File: src/rtl/eth_pkg.sv
// eth_pkg: shared state encoding, CRC-32 constants and frame header offsets
package eth_pkg;
  typedef enum logic [2:0] {S_IDLE, S_FILL, S_PRIME, S_TX, S_FCS, S_IFG} state_t;
  localparam logic [31:0] CRC32_POLY    = 32'hEDB88320;
  localparam logic [31:0] CRC32_INIT    = 32'hFFFFFFFF;
  localparam logic [31:0] CRC32_RESIDUE = 32'hDEBB20E3;
  localparam int OFS_MAC_DST   = 8;
  localparam int OFS_MAC_SRC   = 14;
  localparam int OFS_ETHERTYPE = 20;
  localparam int OFS_IP        = 22;
  localparam int OFS_UDP       = 42;
  localparam int OFS_PAYLOAD   = 50;
endpackage

File: src/rtl/eth_frame_sequencer_crc32_d8.sv
// crc32_d8: one-byte step of the reflected Ethernet CRC-32
module crc32_d8
  import eth_pkg::*;
(
  input  logic [31:0] crc_in,
  input  logic [7:0]  data,
  output logic [31:0] crc_out
);
  always_comb begin
    crc_out = crc_in ^ {24'h0, data};
    for (int i = 0; i < 8; i++) crc_out = crc_out[0] ? (crc_out >> 1) ^ CRC32_POLY : crc_out >> 1;
  end
endmodule

File: src/rtl/eth_frame_sequencer.sv
// eth_frame_sequencer: fills frame RAM payload, streams frame + FCS, enforces IFG
module eth_frame_sequencer
  import eth_pkg::*;
#(
  parameter int FRAME_LEN   = 1396,
  parameter int PAYLOAD_OFS = 50,
  parameter int PAYLOAD_LEN = 1346,
  parameter int CRC_START   = 8,
  parameter int IFG_BYTES   = 12
) (
  input  logic        clk,
  input  logic        rst,
  input  logic        start,
  input  logic [7:0]  px_data,
  input  logic        px_valid,
  output logic        px_ready,
  output logic [7:0]  tx_data,
  output logic        tx_valid,
  input  logic        tx_ready,
  output logic        tx_last,
  output logic [10:0] ram_addr,
  output logic [7:0]  ram_din,
  output logic        ram_wr_en,
  input  logic [7:0]  ram_dout,
  output logic        busy,
  output logic [15:0] frame_cnt
);
  localparam logic [10:0] TX_LAST    = 11'(FRAME_LEN - 1);
  localparam logic [10:0] FILL_FIRST = 11'(PAYLOAD_OFS);
  localparam logic [10:0] FILL_LAST  = 11'(PAYLOAD_OFS + PAYLOAD_LEN - 1);
  localparam logic [10:0] CRC_FIRST  = 11'(CRC_START);
  localparam logic [7:0]  IFG_LAST   = 8'(IFG_BYTES - 1);
  state_t      state_q, state_d;
  logic [10:0] wr_ptr_q, wr_ptr_d, rd_ptr_q, rd_ptr_d;
  logic [1:0]  k_q, k_d;
  logic [7:0]  ifg_q, ifg_d;
  logic [31:0] crc_q, crc_d, crc_nxt;
  logic [15:0] frame_cnt_q, frame_cnt_d;
  logic        px_ready_q, tx_valid_q, tx_last_q, busy_q, hs, wr;

  crc32_d8 u_crc (.crc_in(crc_q), .data(ram_dout), .crc_out(crc_nxt));

  always_comb begin
    hs          = tx_valid_q & tx_ready;
    wr          = (state_q == S_FILL) & px_valid & px_ready_q;
    state_d     = state_q;
    wr_ptr_d    = wr_ptr_q;
    rd_ptr_d    = rd_ptr_q;
    k_d         = k_q;
    ifg_d       = ifg_q;
    crc_d       = crc_q;
    frame_cnt_d = frame_cnt_q;
    ram_addr    = 11'd0;
    ram_din     = 8'd0;
    ram_wr_en   = 1'b0;
    tx_data     = 8'd0;
    case (state_q)
      S_IDLE: if (start) begin
        state_d  = S_FILL;
        wr_ptr_d = FILL_FIRST;
        crc_d    = CRC32_INIT;
      end
      S_FILL: begin
        ram_addr  = wr_ptr_q;
        ram_din   = px_data;
        ram_wr_en = wr;
        if (wr) wr_ptr_d = wr_ptr_q + 11'd1;
        if (wr && wr_ptr_q == FILL_LAST) begin
          state_d  = S_PRIME;
          rd_ptr_d = 11'd0;
        end
      end
      S_PRIME: state_d = S_TX;
      S_TX: begin
        // address runs one ahead on acceptance so the registered RAM keeps pace
        tx_data  = ram_dout;
        ram_addr = rd_ptr_q + {10'd0, hs};
        rd_ptr_d = ram_addr;
        if (hs && rd_ptr_q >= CRC_FIRST) crc_d = crc_nxt;
        if (hs && rd_ptr_q == TX_LAST) begin
          state_d = S_FCS;
          k_d     = 2'd0;
        end
      end
      S_FCS: begin
        tx_data = ~crc_q[8*k_q +: 8];
        if (hs) k_d = k_q + 2'd1;
        if (hs && k_q == 2'd3) begin
          state_d     = S_IFG;
          ifg_d       = 8'd0;
          frame_cnt_d = frame_cnt_q + 16'd1;
        end
      end
      S_IFG: begin
        ifg_d   = ifg_q + 8'd1;
        state_d = ifg_q == IFG_LAST ? S_IDLE : S_IFG;
      end
      default: state_d = S_IDLE;
    endcase
  end

  always_ff @(posedge clk) begin
    if (rst) begin
      state_q     <= S_IDLE;
      wr_ptr_q    <= 11'd0;
      rd_ptr_q    <= 11'd0;
      k_q         <= 2'd0;
      ifg_q       <= 8'd0;
      crc_q       <= CRC32_INIT;
      frame_cnt_q <= 16'd0;
      px_ready_q  <= 1'b0;
      tx_valid_q  <= 1'b0;
      tx_last_q   <= 1'b0;
      busy_q      <= 1'b0;
    end else begin
      state_q     <= state_d;
      wr_ptr_q    <= wr_ptr_d;
      rd_ptr_q    <= rd_ptr_d;
      k_q         <= k_d;
      ifg_q       <= ifg_d;
      crc_q       <= crc_d;
      frame_cnt_q <= frame_cnt_d;
      px_ready_q  <= state_d == S_FILL;
      tx_valid_q  <= state_d == S_TX || state_d == S_FCS;
      tx_last_q   <= state_d == S_FCS && k_d == 2'd3;
      busy_q      <= state_d != S_IDLE;
    end
  end

  assign px_ready  = px_ready_q;
  assign tx_valid  = tx_valid_q;
  assign tx_last   = tx_last_q;
  assign busy      = busy_q;
  assign frame_cnt = frame_cnt_q;
endmodule

File: config.mk
export PLATFORM = sky130hd
export DESIGN_NAME = eth_frame_sequencer
export DESIGN_NICKNAME = d
export VERILOG_FILES = /design/src/rtl/eth_pkg.sv /design/src/rtl/eth_frame_sequencer_crc32_d8.sv /design/src/rtl/eth_frame_sequencer.sv
export SDC_FILE = /design/constraint.sdc
export NUM_CORES = 1
export LEC_CHECK = 0
export BUFFER_PORTS_ARGS = -buffer_cell sky130_fd_sc_hd__buf_4
export CORE_MARGIN = 2
export CORE_UTILIZATION = 65
export CTS_BUF_LIST = sky130_fd_sc_hd__clkbuf_2
export CTS_CLUSTER_SIZE = 8
export DETAILED_ROUTE_END_ITERATION = 8
export PLACE_DENSITY = 0.93
export SLEW_MARGIN = 20
export SYNTH_ARGS = -nofsm -noshare
export SYNTH_HDL_FRONTEND = slang
export SYNTH_SLANG_ARGS = --single-unit
File: constraint.sdc
create_clock -name clk -period 3.65 [get_ports clk]
set_input_delay 0.365 -clock clk [delete_from_list [all_inputs] [get_ports clk]]
set_output_delay 0.365 -clock clk [all_outputs]
set_load 0.02 [all_outputs]
==> impl_metrics.yaml <==
outcome:
  status: "finished clean"
cells_and_area:
  fin_nets: 645
  area_growth_pct: 12.6
  drive_gt1_share_pct: 18.5
  n_fill_cell: 514
  antenna_cells: 0
die:
  boundaryPins: 69
  design.core.area_sq_mm: 0.00777
  initial_core_util_pct: 67.1
  die_w_um: 93.5
  die_area_sq_mm: 0.00875
  die_h_um: 93.5
  rows: 32
critical_path:
  worstPathRequired_ns: 3.28
  crit_path_start_kind: "flop"
  endpoint_kind: "primary output"
  criticalPathCategory: "flop to primary output"
  cp_common_cell: "ha_1"
  crit_start: "tx_valid"
  reg2reg_from: "state_q[2]"
  worstPathArrival_ns: 2.52
  critPathMaxFanout: 5
  crit_chain: "nand2_1, inv_1, ha_1, ha_1, and3_1, nand4_1, xor2_1, o21ai_0, buf_4"
  crit_slowest_cell: "dfxtp_1"
  cpPeakStageDelay_ns: 0.42
hold_path:
  hp-class: "primary input to flop"
  worstHoldStart: "px_valid"
yosys:
  synthCells: 565
  synth_top_area_share_pct: 33.4
  synth_area_sq_mm: 0.00521
  synth_flop_cell: "dfxtp_1"
  synth_edf_count: 0
  syn_nets: 592
  async_flop_share_pct: 0
  yosys-top-cells-count: "dfxtp_1 (87), nor2_1 (63), nand2_1 (46)"
  yosys-top-cells-area: "dfxtp_1 (33%), xnor2_1 (6.9%), xnor3_1 (5.2%)"
  yosysMostFrequentCell: "dfxtp_1"
  ys_ff_latch: 87
  synth_warnings: 0
  seq_area_frac_synth_pct: 33.4
  ys_types: 59
  syn_avg_cell_area_sq_um: 9.22
  synth_area_leader_cell: "dfxtp_1"
timing:
  hold-worst-slack_ns: 0.242
  fin_setup_tns_ns: 0
  setup_violations: 0
  skew_ns: 0.0165
  slew_headroom_pct: 43.1
  final_hold_viol_count: 0
  min_period_ns: 2.88
  finalCritPeriodShare_pct: 79.0
  rsz0062_at_grt: "false"
  worst-slew-pin-transition_ns: 0.854
  finalMaxSlewViolations: 0
  fmax_mhz: 347
power:
  pwr-share-clk_pct: 28.7
  p_leak_nw: 2.34
  power_frac_seq_pct: 54.8
  p_int_mw: 1.27
  power_density_mw_per_mm2: 301
  p_switching_mw: 0.498
  pwr-share-comb_pct: 16.5
  p_sw_share_pct: 28.2
  ir_drop_v: 0.000192
global_route:
  first_global_vias: 4332
  grt_pass1_wl_mm: 20.5
  antenna_found_initial: 0
  grt_overflow: 0
  gr-usage-all-layers_pct: 29.7
  grt_max_degree: 80
clock_network:
  cts-resized-gates: 0
  htree_levels: 3
  tritoncts: "yes"
  numCtsBuffers: 9
  clock-root-buffer: "clkbuf_2"
  path_clk_slew_ns: 0.24
  clock-sinks: 87
  post-cts-setup-buffers: 0
  cts_hold_buffers: 0
  ctsLongestPathBuffers: 2
  insertion_delay_ns: 0.56
route:
  wl_met2_mm: 6.32
  drt-met1-wl_mm: 5.20
  wirelength_mm: 12.6
  drt_first_pass_iters: 5
  avgViaCountPerCell: 6.27
  wl_per_cell_um: 17.4
  highest_layer: "met4"
  antenna_left: 0
  drc: 0
  vias: 4546
  drtIter0Drc: 298
  route.met3.wl_um: 771
placement:
  io_buffers: 68
  dpl.hpwl_mm: 8.79
  routabilityCongestion: 0.949
flow_run:
  cap_violations: 0
## cells in the final DEF (no fill, tap or decap), types with 3 or more instances in the layout
master | netlist | layout
nor4bb_1 | 3 | 3
xor3_1 | 8 | 8
xnor3_1 | 12 | 12
and3_1 | 9 | 9
nor4_1 | 4 | 4
nor2_1 | 63 | 63
nand4_1 | 9 | 9
nand2b_1 | 15 | 15
nor3_1 | 31 | 31
a21oi_1 | 20 | 20
buf_4 | 1 | 71
xnor2_1 | 41 | 41
a2bb2oi_1 | 6 | 6
inv_1 | 6 | 6
dfxtp_1 | 87 | 87
clkbuf_2 | 1 | 9
nand3_1 | 15 | 15
xnor2_2 | 7 | 7
nand2_1 | 46 | 46
and2_1 | 9 | 9
xor2_1 | 20 | 20
o21ai_0 | 24 | 24
o21bai_1 | 17 | 17
ha_1 | 6 | 6
a311oi_1 | 4 | 4
or3_1 | 9 | 9
mux4_2 | 8 | 8
o22ai_1 | 14 | 14
nand3b_1 | 4 | 4
## cells by family after synthesis
logic type | share of synthesized area, %
simple gates | 22.4
compound gates | 13.4
xor+xnor | 22.6
flops | 33.4
buf+inv | 3.00
mux | 3.67
fa+ha+maj | 1.44
## cell type report
cell class	count	area, sq um	area share [%]
Timing Repair Buffer	71	533	9.09
Clock inverter	7	72.6	1.24
Inverter	6	22.5	0.384
Clock buffer	9	45.0	0.768
Multi-Input combinational cell	443	3320	56.7
Tap cell	102	128	2.18
Sequential cell	87	1740	29.7
## power groups by stage
| stage | sequential (mW) | clock (mW) | combinational, mW |
|---|---|---|---|
| finish | 0.969 | 0.507 | 0.292 |
| global route | 0.971 | 0.544 | 0.309 |
| CTS | 0.968 | 0.505 | 0.289 |
| detailed placement | 0.986 | 0 | 0.286 |
| global placement | 0.986 | 0 | 0.279 |
| floorplan | 0.985 | 0 | 0.219 |
## flip-flops by register name (all words and copies together) (netlist names)
name	cells
crc_q	32
rd_ptr_q	11
state_q	3
ifg_q	8
px_ready	1
frame_cnt	16
busy	1
k_q	2
wr_ptr_q	11
tx_last	1
tx_valid	1
## worst max-delay path, delay by kind of cell (launching register included)
| family | cells | cell delay (ns) |
|---|---|---|
| and+or+nand+nor | 3 | 0.48 |
| xor gates and xnor gates | 1 | 0.18 |
| DFF | 1 | 0.42 |
| adders and majority gates | 2 | 0.39 |
| buffers and inverters | 2 | 0.32 |
| AOI/OAI and AO/OA | 1 | 0.17 |
## path summary, 6_finish.rpt
check / endpoint / slack (ns) / depth (start not counted)
worst max-delay path: ram_addr[10] / 0.77 / 9
worst min-delay path: wr_ptr_q[0] / 0.24 / 4
worst max register to register: crc_q[19] / 1.11 / 4
worst min register to register: ifg_q[1] / 0.52 / 2
## per-stage QoR
step                      total power, mW  area (sq um)  setup WS (ns)  utilization, %  cells
final                                1.77          5870          0.767            75.5    725
after global routing                 1.82          5870          0.552            75.5    725
after CTS                            1.76          5870          0.745            75.5    725
after detailed placement             1.27          5750           1.21            74.0    709
after global placement               1.26          5750           1.35            74.0    709
after floorplan                      1.20          5210           1.27               -    565
## routing by layer
layer  GRT usage [%]  vias to the layer above
met5               0                        -
met3            4.51                       36
li1                -                     2122
met2            51.1                      192
met4            13.2                        0
met1            36.9                     2196
Power figures use the tool's default switching activity.
